<file path="src/rtl/button_reset_gen.sv">
// Push-button conditioner: two-flop synchronizer, counter-based debounce FSM,
// one-clock press/release pulses and a stretched reset request.
module button_reset_gen #(
  parameter int DB_CYCLES      = 500000,
  parameter int CNT_W          = 20,
  parameter int STRETCH_CYCLES = 16,
  parameter int STR_W          = 5
) (
  input  logic       clock,
  input  logic       reset,
  input  logic       btn_in,
  output logic       btn_level,
  output logic       press,
  output logic       release_pulse,
  output logic       rst_req,
  output logic [1:0] dbg_state
);

  typedef enum logic [1:0] {
    IDLE_LOW  = 2'd0,
    WAIT_HIGH = 2'd1,
    HOLD_HIGH = 2'd2,
    WAIT_LOW  = 2'd3
  } state_t;

  localparam logic [CNT_W-1:0] CNT_LAST  = CNT_W'(DB_CYCLES - 1);
  localparam logic [STR_W-1:0] SCNT_LOAD = STR_W'(STRETCH_CYCLES - 1);

  state_t           state_q, state_d;
  logic             s1_q, s2_q;
  logic [CNT_W-1:0] cnt_q, cnt_d;
  logic [STR_W-1:0] scnt_q, scnt_d;
  logic             level_q, level_d;
  logic             press_q, press_d;
  logic             release_q, release_d;
  logic             rst_req_q, rst_req_d;

  always_ff @(posedge clock or posedge reset) begin
    if (reset) begin
      s1_q      <= 1'b0;
      s2_q      <= 1'b0;
      state_q   <= IDLE_LOW;
      cnt_q     <= '0;
      scnt_q    <= '0;
      level_q   <= 1'b0;
      press_q   <= 1'b0;
      release_q <= 1'b0;
      rst_req_q <= 1'b0;
    end else begin
      s1_q      <= btn_in;
      s2_q      <= s1_q;
      state_q   <= state_d;
      cnt_q     <= cnt_d;
      scnt_q    <= scnt_d;
      level_q   <= level_d;
      press_q   <= press_d;
      release_q <= release_d;
      rst_req_q <= rst_req_d;
    end
  end

  // Debounce: a level is accepted only after the counter reaches CNT_LAST
  // without s2 reverting; any reversion drops back to the stable state.
  always_comb begin
    state_d   = state_q;
    cnt_d     = cnt_q;
    level_d   = level_q;
    press_d   = 1'b0;
    release_d = 1'b0;
    case (state_q)
      IDLE_LOW: begin
        if (s2_q) begin
          state_d = WAIT_HIGH;
          cnt_d   = '0;
        end
      end
      WAIT_HIGH: begin
        if (!s2_q) begin
          state_d = IDLE_LOW;
        end else if (cnt_q == CNT_LAST) begin
          state_d = HOLD_HIGH;
          level_d = 1'b1;
          press_d = 1'b1;
        end else begin
          cnt_d = cnt_q + CNT_W'(1);
        end
      end
      HOLD_HIGH: begin
        if (!s2_q) begin
          state_d = WAIT_LOW;
          cnt_d   = '0;
        end
      end
      WAIT_LOW: begin
        if (s2_q) begin
          state_d = HOLD_HIGH;
        end else if (cnt_q == CNT_LAST) begin
          state_d   = IDLE_LOW;
          level_d   = 1'b0;
          release_d = 1'b1;
        end else begin
          cnt_d = cnt_q + CNT_W'(1);
        end
      end
      default: state_d = IDLE_LOW;
    endcase
  end

  // Stretcher: a press (re)loads the down-counter, so overlapping presses
  // extend the request without a gap.
  always_comb begin
    rst_req_d = rst_req_q;
    scnt_d    = scnt_q;
    if (press_d) begin
      rst_req_d = 1'b1;
      scnt_d    = SCNT_LOAD;
    end else if (rst_req_q) begin
      if (scnt_q == '0) begin
        rst_req_d = 1'b0;
      end else begin
        scnt_d = scnt_q - STR_W'(1);
      end
    end
  end

  assign btn_level     = level_q;
  assign press         = press_q;
  assign release_pulse = release_q;
  assign rst_req       = rst_req_q;
  assign dbg_state     = state_q;

endmodule

</file>
<file path="config.mk">
export PLATFORM = sky130hd
export DESIGN_NAME = button_reset_gen
export DESIGN_NICKNAME = d
export VERILOG_FILES = /design/src/rtl/button_reset_gen.sv
export SDC_FILE = /design/constraint.sdc
export NUM_CORES = 1
export LEC_CHECK = 0
export CAP_MARGIN = 30
export CORE_MARGIN = 2
export CORE_UTILIZATION = 30
export CTS_CLUSTER_SIZE = 24
export DETAILED_ROUTE_END_ITERATION = 10
export GPL_TIMING_DRIVEN = 0
export PLACE_DENSITY = 0.44
export SYNTH_ARGS = -nofsm -noshare
export SYNTH_HDL_FRONTEND = slang
export SYNTH_SLANG_ARGS = --single-unit
</file>
<file path="constraint.sdc">
create_clock -name clock -period 3.5 [get_ports clock]
set_input_delay 0.525 -clock clock [delete_from_list [all_inputs] [get_ports clock]]
set_output_delay 0.525 -clock clock [all_outputs]
set_load 0.02 [all_outputs]
</file>
==> results of run 1 <==
final timing paths:
kind | startpoint | end | slack, ns | cells past startpoint
max | cnt_q[0] | cnt_q[18] | 1.12 | 6
min | s1_q | s2_q | 0.36 | 0
max reg2reg | cnt_q[0] | cnt_q[18] | 1.12 | 6
min reg2reg | s1_q | s2_q | 0.36 | 0
max in group asynchronous | reset | cnt_q[9] | 2.35 | 3
min in group asynchronous | reset | cnt_q[16] | 0.63 | 2
layer usage:
layer  track usage, %  routed length, µm  vias up
li1                 -                  -      689
met4             6.03                 88        0
met2             21.4               1790       36
met5                0                  0        -
met1             18.3               1790      687
met3             3.98                186       10
state kept, by name (all words and copies together) (netlist names), named ones only:
| name | cells |
|---|---|
| btn_level | 1 |
| press | 1 |
| release_pulse | 1 |
| dbg_state | 1 |
| rst_req | 1 |
| s1_q | 1 |
| cnt_q | 20 |
| s2_q | 1 |
| scnt_q | 5 |
through the flow:
stage | worst slack [ns] | instances | area [µm²] | util (%) | hold WS [ns]
after detailed placement | 1.16 | 263 | 1890 | 34.6 | 0.336
after floorplan | 1.61 | 182 | 1700 | - | 0.331
after global placement | 1.23 | 262 | 1870 | 34.1 | 0.341
final | 1.12 | 271 | 1970 | 36.1 | 0.359
after global routing | 0.947 | 271 | 1970 | 36.1 | 0.373
after CTS | 1.14 | 271 | 1970 | 36.1 | 0.361
logic make-up (layout without fill, tap and decap cells):
kind of cell / after synthesis / count (layout)
mux: 2 / 2
simple gates: 83 / 83
xor+xnor: 4 / 4
buf+inv: 18 / 35
flops: 33 / 33
fa+ha+maj: 2 / 2
compound gates: 40 / 40
synthesized netlist by cell type (2+ instances only):
cell      instances  share of area (%)
dfrtp_1          33                 49
nand2_1          24                5.3
o21ai_0          20                5.9
nand3_1          15                4.4
nor2_1           10                2.2
inv_1             8                1.8
and3_1            5                1.8
o31ai_1           5                2.2
nand4_1           4                1.5
nor4_1            4                1.5
a31oi_1           3                1.1
and2_1            3                1.1
buf_2             3               0.89
nand4b_1          3                1.6
nor3_1            3               0.89
o211ai_1          3                1.3
xnor2_1           3                1.6
a21oi_1           2               0.59
buf_6             2                1.3
ha_1              2                1.5
mux2i_1           2                1.2
or3_1             2               0.74
or4_1             2               0.89
layout make-up:
type / count / area share (%)
Buffer: 8 / 2.54
Clock buffer: 8 / 4.06
Inverter: 10 / 1.97
Multi-Input combinational cell: 131 / 39.6
Sequential cell: 33 / 41.9
Tap cell: 72 / 4.57
Timing Repair Buffer: 9 / 5.45
where the power goes:
| part | leakage, nW | switching [W] | internal, W | total [W] |
|---|---|---|---|---|
| logic | 0.379 | 0.0000296 | 0.0000142 | 0.0000438 |
| clock network | 0.0395 | 0.000132 | 0.000141 | 0.000273 |
| registers | 0.452 | 0.00000565 | 0.000387 | 0.000393 |
worst max-delay path: cells and delay by family, from the launching register on:
family        cells  cell delay (ns)
fa+ha+maj         1             0.23
flops             1             0.41
simple gates      5             1.67
==> impl_metrics.json, run 1 <==
{
  "fin_skew_ns": 0.00489,
  "routed_wl_um": 3860,
  "grt_pass1_wl_um": 6670,
  "drive_above_1_share_pct": 11.1,
  "vias": 1422,
  "drtPass1Iterations": 4,
  "yosysWarnings": 0,
  "syn-cell-area_mm2": 0.00170,
  "worst_pin_slew_ns": 0.845,
  "die_w_um": 79.2,
  "worst_path_largest_cell_delay_ns": 0.60,
  "synth-compound-area-share_pct": 14.8,
  "syn_inst": 182,
  "fmax_mhz": 420,
  "cts_buffers": 5,
  "cts_root_buffer": "clkbuf_8",
  "layout_commonest_cell": "dfrtp_1",
  "wire_per_inst_um": 14.2,
  "core_mm2": 0.00547,
  "cp-start-kind": "register",
  "power.total_w": 0.000710,
  "yosysSeqAreaShare_pct": 48.7,
  "die_y_um": 79.2,
  "place_congestion": 0.805,
  "synth_edf_count": 0,
  "place_hpwl_um": 2730,
  "rsz0062_at_grt": "no",
  "hp-class": "reg2reg",
  "post_cts_buffers": 0,
  "avgViaCountPerCell": 5.25,
  "synth_top_family_by_area": "simple AND/OR/NAND/NOR gates",
  "period_minus_slack_ns": 2.38,
  "port_buffers": 8,
  "setup_viol": 0,
  "multiInputGateArea_um2": 781,
  "status": "finished clean",
  "grt_overflow": 0,
  "ys_seq_elements": 33,
  "start_util_pct": 31.0,
  "period_share_pct": 68.0,
  "cts_tree": "built",
  "tns_ns": 0,
  "synthMuxAreaShare_pct": 1.18,
  "die_area_mm2": 0.00627,
  "crit_type": "reg2reg",
  "synth_area_per_cell_um2": 9.32,
  "insertion_delay_ns": 0.28,
  "yosys.area_share.simple_pct": 26.5,
  "diodes": 0,
  "cts_resized": 0,
  "antenna_found_initial": 0,
  "critPathMaxFanout": 8,
  "synth.distinct_cells": 44,
  "finalHoldViolations": 0,
  "maxCapViolations": 0,
  "cts_sinks": 33,
  "grt_pass1_vias": 1343,
  "pin_count": 9,
  "crit_chain": "ha_1 -> nand3_1 -> nor3_1 -> nand3_1 -> or4_1 -> nand3_1",
  "nFillCells": 577,
  "nets": 203,
  "first_iter_violations": 69,
  "p_per_area_mw_per_mm2": 360,
  "power_leakage_nw": 0.871,
  "crit_path_frequent_cell": "nand3_1",
  "track_usage_pct": 14.0,
  "ant_nets": 0,
  "synth_ff_type": "dfrtp_1",
  "worst_ep_required_time_ns": 3.72,
  "cts.clk_slew.worst_paths_ns": 0.07,
  "htree_levels": 2,
  "final_cell_mix": "33 x dfrtp_1, 24 x nand2_1, 20 x o21ai_0",
  "worst_path_max_delay_cell": "nor3_1",
  "drc": 0,
  "regArea_um2": 826,
  "ir_drop_mv": 0.124,
  "max_slew_margin_pct": 43.3,
  "cts_buffer_depth": 2,
  "crit_arrival_ns": 2.60,
  "synthToLayoutAreaGrowth_pct": 16.4,
  "synth_xor_area_share_pct": 2.07,
  "finalMaxSlewViolations": 0,
  "ys_async_sr_fraction_pct": 100,
  "synth_fa_ha_area_share_pct": 1.48,
  "synth.net_count": 187,
  "grt_max_degree": 21,
  "placement_rows": 27,
  "cp-end-kind": "register",
  "postCtsHoldBufs": 0
}
No activity file was read; power rests on OpenSTA's default activity.
==> run 2: changes to the inputs <==
Clock period 3.5 ns to 2.38 ns, I/O delays scaled along.
==> run 2 against run 1 <==
Combinational power rose by 47%. Hold slack did not move. Clock-buffer cell count did not move. First-iteration DRC count rose by 8.7%. Utilization rose by 0.18 points. Wire length fell by 0.62%. Clock skew barely moved. Critical path type unchanged.
==> impl_metrics.json, run 2 (synthesis results as in run 1) <==
{
  "synthToLayoutAreaGrowth_pct": 17.0,
  "crit_end": "cnt_q[8]",
  "rsz0062_at_grt": "no",
  "die_w_um": 79.2,
  "reg2reg_depth": 7,
  "vias": 1426,
  "place_hpwl_um": 2730,
  "cts_tree": "built",
  "finalMaxSlewViolations": 0,
  "period_share_pct": 86.2,
  "regMostFlops": "cnt_q",
  "hp-start": "s1_q",
  "grt-busiest-layer": "met2",
  "worst_ep_required_time_ns": 2.55,
  "port_buffers": 8,
  "worst_path_largest_cell_delay_ns": 0.42,
  "drive_above_1_share_pct": 12.1,
  "nets": 203,
  "pin_count": 9,
  "antenna_found_initial": 0,
  "post_cts_buffers": 0,
  "worst_pin_slew_ns": 0.843,
  "crit_chain": "ha_1 -> nand3_2 -> nor3_4 -> a31o_2 -> inv_2 -> nand2_2 -> o41ai_1",
  "fin_skew_ns": 0.00495,
  "nFillCells": 577,
  "layout_commonest_cell": "dfrtp_1",
  "max_slew_margin_pct": 43.4,
  "reg_top3": "cnt_q (20), scnt_q (5)",
  "die_area_mm2": 0.00627,
  "regArea_um2": 826,
  "cp-end-kind": "register",
  "stdcell_area_mm2": 0.00198,
  "drtPass1Iterations": 4,
  "multiInputGateArea_um2": 791,
  "power_leakage_nw": 0.871,
  "cts_buffers": 5,
  "grt_overflow": 0,
  "p_per_area_mw_per_mm2": 527,
  "track_usage_pct": 14.0,
  "start_util_pct": 31.0,
  "largest_reg_flops": 20,
  "grt_use_met2_pct": 21.4,
  "gr-usage-met3_pct": 3.98,
  "status": "finished clean",
  "reg2reg_from": "cnt_q[0]",
  "cts_buffer_depth": 2,
  "place_area_mm2": 0.00189,
  "crit_arrival_ns": 2.22,
  "first_iter_violations": 75,
  "setup_viol": 0,
  "final_cell_mix": "33 x dfrtp_1, 24 x nand2_1, 20 x o21ai_0",
  "wire_per_inst_um": 14.1,
  "htree_levels": 2,
  "cts_sinks": 33,
  "routed_wl_um": 3830,
  "finalHoldViolations": 0,
  "ir_drop_mv": 0.183,
  "worst_path_max_delay_cell": "dfrtp_1",
  "insertion_delay_ns": 0.28,
  "placement_rows": 27,
  "ant_nets": 0,
  "use_met1_pct": 18.3,
  "place_congestion": 0.805,
  "grt_pass1_wl_um": 6670,
  "critical_path.startpoint": "cnt_q[0]",
  "grt_max_degree": 21,
  "die_y_um": 79.2,
  "cts.clk_slew.worst_paths_ns": 0.06,
  "grt_pass1_vias": 1343,
  "core_mm2": 0.00547,
  "period_minus_slack_ns": 2.05,
  "tns_ns": 0,
  "crit_type": "reg2reg",
  "diodes": 0,
  "r2r_slack_ns": 0.33,
  "drc": 0,
  "avgViaCountPerCell": 5.26,
  "cts_root_buffer": "clkbuf_8",
  "cp-start-kind": "register",
  "critPathMaxFanout": 9,
  "worstReg2RegEnd": "cnt_q[8]",
  "maxCapViolations": 0,
  "fmax_mhz": 488,
  "hp-class": "reg2reg"
}
[run 2: cell counts in the layout (fill, tap and decap cells not counted)]
Identical to the previous run, type by type.
[run 2: stage by stage]
stage	util (%)	setup WS, ns	hold WS [ns]	instances	power [W]
global placement	34.1	0.115	0.341	262	0.000647
detailed placement	34.6	0.0426	0.336	263	0.000654
floorplan	-	0.489	0.331	182	0.000625
CTS	36.1	0.0183	0.361	271	0.00106
finish	36.2	0.329	0.359	271	0.00104
global route	36.2	0.0447	0.373	271	0.00111
[run 2: layout make-up]
| cell class | count | area share [%] |
|---|---|---|
| multi-input cells | 131 | 39.9 |
| repair buffers | 9 | 5.43 |
| plain buffers | 8 | 2.52 |
| flip-flops and latches | 33 | 41.6 |
| clock buffers | 8 | 4.04 |
| inverters | 10 | 1.96 |
| well taps | 72 | 4.54 |
[run 2: worst min path at each step]
stage                 to  slack [ns]  cells past startpoint
floorplan           s2_q        0.33                      0
global placement    s2_q        0.34                      0
detailed placement  s2_q        0.34                      0
CTS                 s2_q        0.36                      0
global route        s2_q        0.37                      0
finish              s2_q        0.36                      0
[run 2: power by group]
group / switching (W) / internal [W]
Clock: 0.000194 / 0.000208
Sequential: 0.00000856 / 0.000569
Combinational: 0.0000436 / 0.0000210
[run 2: metal layers]
metal	wire (µm)	vias up	share of wire (%)
met5	0	-	0
met4	92	0	2.4
met3	166	10	4.3
met2	1810	30	47
met1	1760	697	46
li1	-	689	-
[run 2: critical path, delay by kind of cell, from the launching register on]
family	cells	cell delay [ns]
AO/OA/AOI/OAI	2	0.61
AND/OR/NAND/NOR	3	0.47
flip-flops	1	0.42
adder cells (fa/ha/maj)	1	0.27
buffers and inverters	1	0.17
[run 2: what timing repair did]
item / in CTS / in global routing
hold buffers: 0 / 0
resized for setup: 0 / 2
endpoints found under the setup margin: 0 / 3
endpoints found under the hold margin: 0 / 0
